`src/rtl/riscvy_pkg.sv`:
```
// Shared pipeline constants and the memory-stage FSM state type.
// Imported by the MEM stage, its bus interface and the MEM/WB register.
package riscvy_pkg;

   localparam int unsigned XLEN       = 64;
   localparam int unsigned REG_ADDR_W = 5;

   typedef enum logic [1:0] {
      IDLE   = 2'd0,
      ACCESS = 2'd1,
      DONE   = 2'd2
   } mem_state_t;

   // A set memwrite wins over memread; both still count as one access.
   function automatic logic is_access(input logic memread, input logic memwrite);
      return memread | memwrite;
   endfunction

endpackage

```
`src/rtl/mem_access_stage_if.sv`:
```
// Data-bus signals between the MEM stage (master) and the memory system (slave).
interface mem_access_stage_if;

   logic                        mem_req;
   logic                        mem_we;
   logic [riscvy_pkg::XLEN-1:0] mem_addr;
   logic [riscvy_pkg::XLEN-1:0] mem_wdata;
   logic                        mem_ready;
   logic                        mem_err;
   logic [riscvy_pkg::XLEN-1:0] mem_rdata;

   modport master (
      output mem_req, mem_we, mem_addr, mem_wdata,
      input  mem_ready, mem_err, mem_rdata
   );

   modport slave (
      input  mem_req, mem_we, mem_addr, mem_wdata,
      output mem_ready, mem_err, mem_rdata
   );

endinterface

```
`src/rtl/mem_wb_reg.sv`:
```
// MEM/WB pipeline register: loads every edge when not stalled, inserts a
// bubble (write enable cleared, data and rd held) when stalled.
module mem_wb_reg
   import riscvy_pkg::*;
(
   input  logic                  clk,
   input  logic                  reset,
   input  logic                  stall,
   input  logic [XLEN-1:0]       data_in,
   input  logic [REG_ADDR_W-1:0] rd_in,
   input  logic                  regwrite_in,
   output logic [XLEN-1:0]       wb_data,
   output logic [REG_ADDR_W-1:0] wb_rd,
   output logic                  wb_regwrite
);

   always_ff @(posedge clk or posedge reset) begin
      if (reset) begin
         wb_data     <= '0;
         wb_rd       <= '0;
         wb_regwrite <= 1'b0;
      end else if (stall) begin
         wb_regwrite <= 1'b0;
      end else begin
         wb_data     <= data_in;
         wb_rd       <= rd_in;
         wb_regwrite <= regwrite_in;
      end
   end

endmodule

```
`src/rtl/mem_access_stage.sv`:
```
// MEM pipeline stage: runs one bus transfer per memory instruction, stalls the
// front of the pipe until it completes, and feeds the MEM/WB register.
module mem_access_stage
   import riscvy_pkg::*;
(
   input  logic                  clk,
   input  logic                  reset,
   input  logic [XLEN-1:0]       alu_result,
   input  logic [XLEN-1:0]       store_data,
   input  logic [REG_ADDR_W-1:0] rd_in,
   input  logic                  memread_in,
   input  logic                  memwrite_in,
   input  logic                  memtoreg_in,
   input  logic                  regwrite_in,
   input  logic                  branch_in,
   input  logic                  zero_in,
   input  logic [XLEN-1:0]       branch_target_in,
   mem_access_stage_if.master    bus,
   output logic                  stall,
   output logic                  pcsrc,
   output logic [XLEN-1:0]       branch_target,
   output logic [XLEN-1:0]       wb_data,
   output logic [REG_ADDR_W-1:0] wb_rd,
   output logic                  wb_regwrite,
   output logic                  bus_error
);

   mem_state_t      state_q;
   mem_state_t      state_d;
   logic            access;
   logic [XLEN-1:0] load_q;
   logic [XLEN-1:0] wb_data_d;
   logic            wb_regwrite_d;

   assign access = is_access(memread_in, memwrite_in);

   always_comb begin
      state_d = state_q;
      stall   = 1'b0;
      case (state_q)
         IDLE: begin
            if (access) begin
               state_d = ACCESS;
               stall   = 1'b1;
            end
         end
         ACCESS: begin
            stall = 1'b1;
            if (bus.mem_ready) state_d = DONE;
         end
         DONE:    state_d = IDLE;
         default: state_d = IDLE;
      endcase
   end

   always_ff @(posedge clk or posedge reset) begin
      if (reset) state_q <= IDLE;
      else       state_q <= state_d;
   end

   // bus_error doubles as the captured error flag: it is only ever set in DONE.
   always_ff @(posedge clk or posedge reset) begin
      if (reset) begin
         bus.mem_req   <= 1'b0;
         bus.mem_we    <= 1'b0;
         bus.mem_addr  <= '0;
         bus.mem_wdata <= '0;
         load_q        <= '0;
         bus_error     <= 1'b0;
      end else begin
         bus_error <= 1'b0;
         if (state_q == IDLE && access) begin
            bus.mem_req   <= 1'b1;
            bus.mem_we    <= memwrite_in;
            bus.mem_addr  <= alu_result;
            bus.mem_wdata <= store_data;
         end
         if (state_q == ACCESS && bus.mem_ready) begin
            bus.mem_req <= 1'b0;
            bus.mem_we  <= 1'b0;
            load_q      <= bus.mem_rdata;
            bus_error   <= bus.mem_err;
         end
      end
   end

   assign wb_data_d     = memtoreg_in ? load_q : alu_result;
   assign wb_regwrite_d = regwrite_in & ~bus_error;

   assign pcsrc         = branch_in & zero_in & ~stall;
   assign branch_target = branch_target_in;

   mem_wb_reg u_mem_wb_reg (
      .clk         (clk),
      .reset       (reset),
      .stall       (stall),
      .data_in     (wb_data_d),
      .rd_in       (rd_in),
      .regwrite_in (wb_regwrite_d),
      .wb_data     (wb_data),
      .wb_rd       (wb_rd),
      .wb_regwrite (wb_regwrite)
   );

endmodule

```
`src/flat_wrapper.sv`:
```
// flat-port wrapper written by rule: the top's interface ports become plain ports
module mem_access_stage_flat import riscvy_pkg::*;
  (clk, reset, alu_result, store_data, rd_in, memread_in, memwrite_in, memtoreg_in, regwrite_in, branch_in, zero_in, branch_target_in, stall, pcsrc, branch_target, wb_data, wb_rd, wb_regwrite, bus_error, bus_mem_req, bus_mem_we, bus_mem_addr, bus_mem_wdata, bus_mem_ready, bus_mem_err, bus_mem_rdata);
  mem_access_stage_if bus_i ();
  input  logic clk;
  input  logic reset;
  input  logic [XLEN-1:0] alu_result;
  input  logic [XLEN-1:0] store_data;
  input  logic [REG_ADDR_W-1:0] rd_in;
  input  logic memread_in;
  input  logic memwrite_in;
  input  logic memtoreg_in;
  input  logic regwrite_in;
  input  logic branch_in;
  input  logic zero_in;
  input  logic [XLEN-1:0] branch_target_in;
  output logic stall;
  output logic pcsrc;
  output logic [XLEN-1:0] branch_target;
  output logic [XLEN-1:0] wb_data;
  output logic [REG_ADDR_W-1:0] wb_rd;
  output logic wb_regwrite;
  output logic bus_error;
  output wire logic [$bits(bus_i.mem_req)-1:0] bus_mem_req;
  output wire logic [$bits(bus_i.mem_we)-1:0] bus_mem_we;
  output wire logic [$bits(bus_i.mem_addr)-1:0] bus_mem_addr;
  output wire logic [$bits(bus_i.mem_wdata)-1:0] bus_mem_wdata;
  input wire logic [$bits(bus_i.mem_ready)-1:0] bus_mem_ready;
  input wire logic [$bits(bus_i.mem_err)-1:0] bus_mem_err;
  input wire logic [$bits(bus_i.mem_rdata)-1:0] bus_mem_rdata;
  assign bus_mem_req = bus_i.mem_req;
  assign bus_mem_we = bus_i.mem_we;
  assign bus_mem_addr = bus_i.mem_addr;
  assign bus_mem_wdata = bus_i.mem_wdata;
  assign bus_i.mem_ready = bus_mem_ready;
  assign bus_i.mem_err = bus_mem_err;
  assign bus_i.mem_rdata = bus_mem_rdata;
  mem_access_stage u_core (.clk(clk), .reset(reset), .alu_result(alu_result), .store_data(store_data), .rd_in(rd_in), .memread_in(memread_in), .memwrite_in(memwrite_in), .memtoreg_in(memtoreg_in), .regwrite_in(regwrite_in), .branch_in(branch_in), .zero_in(zero_in), .branch_target_in(branch_target_in), .bus(bus_i), .stall(stall), .pcsrc(pcsrc), .branch_target(branch_target), .wb_data(wb_data), .wb_rd(wb_rd), .wb_regwrite(wb_regwrite), .bus_error(bus_error));
endmodule
```
`config.mk`:
```
export PLATFORM = sky130hd
export DESIGN_NAME = mem_access_stage_flat
export DESIGN_NICKNAME = d
export VERILOG_FILES = /design/src/rtl/riscvy_pkg.sv /design/src/rtl/mem_access_stage_if.sv /design/src/rtl/mem_wb_reg.sv /design/src/rtl/mem_access_stage.sv /design/src/flat_wrapper.sv
export SDC_FILE = /design/constraint.sdc
export NUM_CORES = 1
export LEC_CHECK = 0
export CAP_MARGIN = 20
export CORE_AREA = 4 4 208 210
export DETAILED_ROUTE_END_ITERATION = 12
export DIE_AREA = 0 0 212 214
export HOLD_SLACK_MARGIN = 0.05
export MAX_ROUTING_LAYER = met4
export SLEW_MARGIN = 10
export SYNTH_ARGS = -nofsm -noshare
export SYNTH_HDL_FRONTEND = slang
export SYNTH_HIERARCHICAL = 1
export SYNTH_SLANG_ARGS = --single-unit
```
`constraint.sdc`:
```
create_clock -name clk -period 5.8 [get_ports clk]
set_input_delay 0.87 -clock clk [delete_from_list [all_inputs] [get_ports clk]]
set_output_delay 0.87 -clock clk [all_outputs]
set_load 0.02 [all_outputs]
```
# ---- Word-level counts from Yosys, hierarchy flattened
# Index checks and enable logic that the tools add are counted.
# W data, S select, Z words.
dict set report word_totals {
  out_inout_bits 267
  elab_cells 36
  in_bits 271
  ff_bits 267
}
dict set report classes {
  mux 12
  bitwise_logic 6
  n_reduce_logical 5
  eq_ne 3
}
# op n
set op_table {}
lappend op_table {{$mux W64} 1}
lappend op_table {{$mux W1} 7}
lappend op_table {{$mux W2} 2}
lappend op_table {{$pmux W2 S2} 1}
lappend op_table {{$and A1 B1 Y1} 3}
lappend op_table {{$eq A2 B1 Y1 const B} 1}
lappend op_table {{$logic_and A1 B1 Y1} 2}
lappend op_table {{$logic_not A2 Y1} 1}
lappend op_table {{$ne A2 B1 Y1 const B} 1}
lappend op_table {{$ne A2 B2 Y1 const B} 1}
lappend op_table {{$not A1 Y1} 2}
lappend op_table {{$pmux W1 S2} 1}
lappend op_table {{$reduce_and A2 Y1} 1}
lappend op_table {{$reduce_bool A2 Y1} 1}
lappend op_table {{$or A1 B1 Y1} 1}

# ---- Logic depth before layout (Yosys ltp)
dict set report logic_depth {
  ltp_word 5
  ltp_mapped 5
  ltp_nobuf 3
}

# ---- Modules after synthesis
# The synthesis kept the hierarchy.
# module seq_area_each_um2 area_per_inst_um2 cells_each instances
set by_module_without_submodules {}
lappend by_module_without_submodules {mem_access_stage 4929.7 8603.3 565 1}
lappend by_module_without_submodules {mem_wb_reg 1751.7 2949.1 149 1}

# ---- Least setup slack after synthesis
# Ideal clock, no wire load.
dict set report synth_timing {
  path_type {in2out}
  startpoint {input port memread_in}
  endpoint {output port pcsrc}
  t_arrival_ps 1577
  cell_stages 3
  setup_slack_ps 3353
  required_time_ps 4930
  path_buffers 0
  cell_sequence {nor3_1 nor2_1 nor2_1}
}
dict set report synth_via {
  elab_chain_len 5
}
# item line
set synth_rtl {}
lappend synth_rtl {{start: declaration} flat_wrapper.sv:10} ;# input logic memread_in;
lappend synth_rtl {{$or A1 B1 Y1} riscvy_pkg.sv:16} ;# return memread | memwrite;
lappend synth_rtl {{$mux W1} mem_access_stage.sv:42} ;# if (access) begin
lappend synth_rtl {{$pmux W1 S2} mem_access_stage.sv:40} ;# case (state_q)
lappend synth_rtl {{named net stall} flat_wrapper.sv:17} ;# output logic stall;
lappend synth_rtl {{$not A1 Y1} mem_access_stage.sv:90} ;# assign pcsrc = branch_in & zero_in & ~stall;
lappend synth_rtl {{$and A1 B1 Y1} mem_access_stage.sv:90}
lappend synth_rtl {{end: declaration} flat_wrapper.sv:18} ;# output logic pcsrc;
# The timed path passes the listed nets, and every way through them passes these cells.

# ---- Worst setup path in the final report
dict set report layout_timing {
  startpoint {input port memread_in}
  endpoint {output port pcsrc}
}
dict set report layout_via {
  elab_chain_len 5
}
# item line
set layout_rtl {}
lappend layout_rtl {{$or A1 B1 Y1} riscvy_pkg.sv:16}
lappend layout_rtl {{$mux W1} mem_access_stage.sv:42}
lappend layout_rtl {{$pmux W1 S2} mem_access_stage.sv:40}
lappend layout_rtl {{$not A1 Y1} mem_access_stage.sv:90}
lappend layout_rtl {{$and A1 B1 Y1} mem_access_stage.sv:90}
# No other way between the ends.

==> run_results.csv <==
group,metric,value,unit
yosys,synth-edff-count,0,
route,drt_iter0_drc,268,
route,viasPerCell,4.31,
floorplanning,die-area,45400,um2
clocking,cts_buffer_depth,3,
global_route,first_global_vias,8052,
yosys,async_reset_ff_share,100,%
floorplanning,initial_core_util,27.8,%
finish,area_delta_synth_final,44.2,%
power_and_ir_drop,p_leak,6.94,nW
worst_setup_path,start_kind,"primary input",
route,drc,0,
route,finalWirelength,32200,um
global_route,grt_use_total,14.1,%
power_and_ir_drop,powerDensity,565,nW/um2
yosys,avgSynthCellArea,16.2,um2
sta,finClkSkew,0.0177,ns
sta,finalCriticalPeriod,3.35,ns
sta,max_freq,299,MHz
clocking,postCtsHoldBufs,0,
floorplanning,core,41600,um2
route,ant_nets,0,
floorplanning,rows,75,
power_and_ir_drop,ir_worst_vdd,241,uV
clocking,clk_latency,0.56,ns
worst_setup_path,crit_fanout,3,
clocking,ctsResizeCount,0,
finish,fin_nets,1336,
floorplanning,die_h,214,um
sta,tns,0,ns
worst_setup_path,required,4.93,ns
worst_setup_path,cpMostUsedCell,"clkdlybuf4s50_1",
yosys,synth_compound_area_share,0.292,%
clocking,cts_tree,"yes",
clocking,cts_sinks,267,
sta,slew_viol_final,0,
worst_setup_path,worstSetupPathType,"primary input to output port",
clocking,clkTransAtPathRegs,0.06,ns
flow_run,cap_violations,0,
yosys,yosys_warnings,6,
yosys,syn_inst,714,
sta,relSlewSlack,31.7,%
sta,setup_viol,0,
floorplanning,die_w,212,um
yosys,syn-num-nets,985,
sta,worst_pin_slew,1.02,ns
worst_setup_path,r2r-end,"u_core/u_mem_wb_reg/wb_data[5]",
worst_setup_path,cp.buffers_inverters,2,
worst_setup_path,max_stage_delay,0.61,ns
min_path,holdPathEnd,"u_core/load_q[43]",
worst_setup_path,reg2regPathDepth,5,
route,first_pass_iters,4,
yosys,syn_area,11600,um2
yosys,synth-seq-area-share,57.8,%
sta,rsz0062_at_grt,"no",
min_path,holdCritStartpoint,"u_core/load_q[43]",
yosys,yosys.area_share.xor_xnor,0,%
place,io_buffers,409,
yosys,yosys.area_share.adder,0,%
place,place.gp.congestion,0.730,
sta,fin_crit_sh,57.8,%
yosys,ys_ff_latch,267,
clocking,cts_buffers,31,
yosys,synth_ff_type,"dfrtp_1",
min_path,hold_class,"register to register",
yosys,muxShareOfSynthArea,33.9,%
worst_setup_path,slowest_stage,"clkdlybuf4s50_1",
worst_setup_path,crit_path_end_kind,"output port",
min_path,hold_depth,1,
status,outcome,"completed",
global_route,grt-ovfl-total,0,
place,dp_slack,2.26,ns
route,wire_per_inst,19.8,um
floorplanning,io_pins,538,
worst_setup_path,timing.reg2reg.setup_slack,3.14,ns
clocking,cts.htree.levels,1,
finish,drive_gt1_share,32.7,%
yosys,yosys.area_share.simple,0.617,%
sta,fin_ws,2.45,ns
clocking,cts-root-buf,"clkbuf_16",
worst_setup_path,worstPathArrival,2.48,ns
route,vias,7017,
worst_setup_path,crit_family,"buffers and inverters",
sta,hold_viol_final,0,
worst_setup_path,r2r-start,"u_core/state_q[0]",
place,dp_hpwl,22700,um
finish,n_antenna_cell,0,
clocking,cts_setup_buffers,0,
yosys,synth_top_family_by_area,"multiplexers",
global_route,grt_max_degree,113,
global_route,grt_antenna_before_repair,0,
global_route,grt_pass1_wl,49200,um
yosys,synth_cell_types,22,
worst_setup_path,cp_cell_sequence,"clkdlybuf4s50_1 -> nor3_1 -> nor2_4 -> nor2_1 -> clkdlybuf4s50_1",
flip-flops by register name (all words and copies together), names as in the netlist:
name,flops
u_core/state_q,2
u_core/u_mem_wb_reg/wb_regwrite,1
u_core/bus.mem_req,1
u_core/bus_error,1
u_core/u_mem_wb_reg/wb_data,64
u_core/bus.mem_we,1
u_core/bus.mem_wdata,64
u_core/load_q,64
u_core/bus.mem_addr,64
u_core/u_mem_wb_reg/wb_rd,5
through the flow:
stage / hold WS (ns) / instance area, um2 / power (mW) / util [%] / std cells
6_report: 0.481 / 16700 / 9.42 / 40.1 / 1629
3_5_place_dp: 0.471 / 15600 / 7.51 / 37.5 / 1571
5_1_grt: 0.500 / 16700 / 9.92 / 40.1 / 1629
2_1_floorplan: 0.452 / 11600 / 5.62 / - / 714
4_1_cts: 0.485 / 16700 / 9.57 / 40.1 / 1629
3_3_place_gp: 0.461 / 15600 / 7.44 / 37.5 / 1571
worst max-delay path by stage:
stage / from / end / depth (start not counted)
finish: memread_in / pcsrc / 5
global route: memread_in / pcsrc / 5
CTS: memread_in / pcsrc / 5
detailed placement: memwrite_in / u_core/u_mem_wb_reg/wb_data[14] / 6
global placement: memread_in / u_core/u_mem_wb_reg/wb_data[13] / 6
floorplan: reset / u_core/bus.mem_addr[0] / 1
cell families after synthesis:
logic type	Yosys count
buffers and inverters	104
DFF	267
and+or+nand+nor	13
AOI/OAI and AO/OA	5
muxes	325
cell usage after synthesis (3+ instances only):
| cell | number | area, um2 |
|---|---|---|
| buf_2 | 10 | 50.1 |
| mux2_2 | 216 | 2430 |
| buf_4 | 76 | 571 |
| nor2_1 | 3 | 11.3 |
| nor2b_1 | 4 | 25.0 |
| buf_6 | 6 | 67.6 |
| inv_1 | 3 | 11.3 |
| mux2_1 | 40 | 450 |
| buf_12 | 7 | 140 |
| mux2_4 | 69 | 1040 |
| dfrtp_1 | 267 | 6680 |
area by class of cell:
cell class                 instances  area [um2]
inverter                           4        20.0
tap                              539         674
clock buffer                      44         925
sequential                       267        6680
clock inverter                    14         130
fill                            3852       24900
multi-input combinational        343        4040
timing repair buffer             418        4180
routing by layer:
metal  vias up  wire (um)  GRT usage, %
met4         0        526          3.29
met2       272      16100          23.7
met5         -          0             -
met3        39       2520          4.41
met1      3548      13100          16.7
li1       3158          -             -
cell usage in the layout, fill, tap and decap left out, drive strengths merged, types with 3 or more instances in the layout:
cell           count
clkbuf            44
nor2b              4
nor2               3
buf               10
clkinv            11
clkdlybuf4s50    408
dfrtp            267
inv                3
mux2             325
where the power goes:
part	internal (mW)	switching (mW)
registers	2.78	0.478
clock network	1.19	0.797
logic	2.32	1.85
Power figures use the tool's default switching activity.
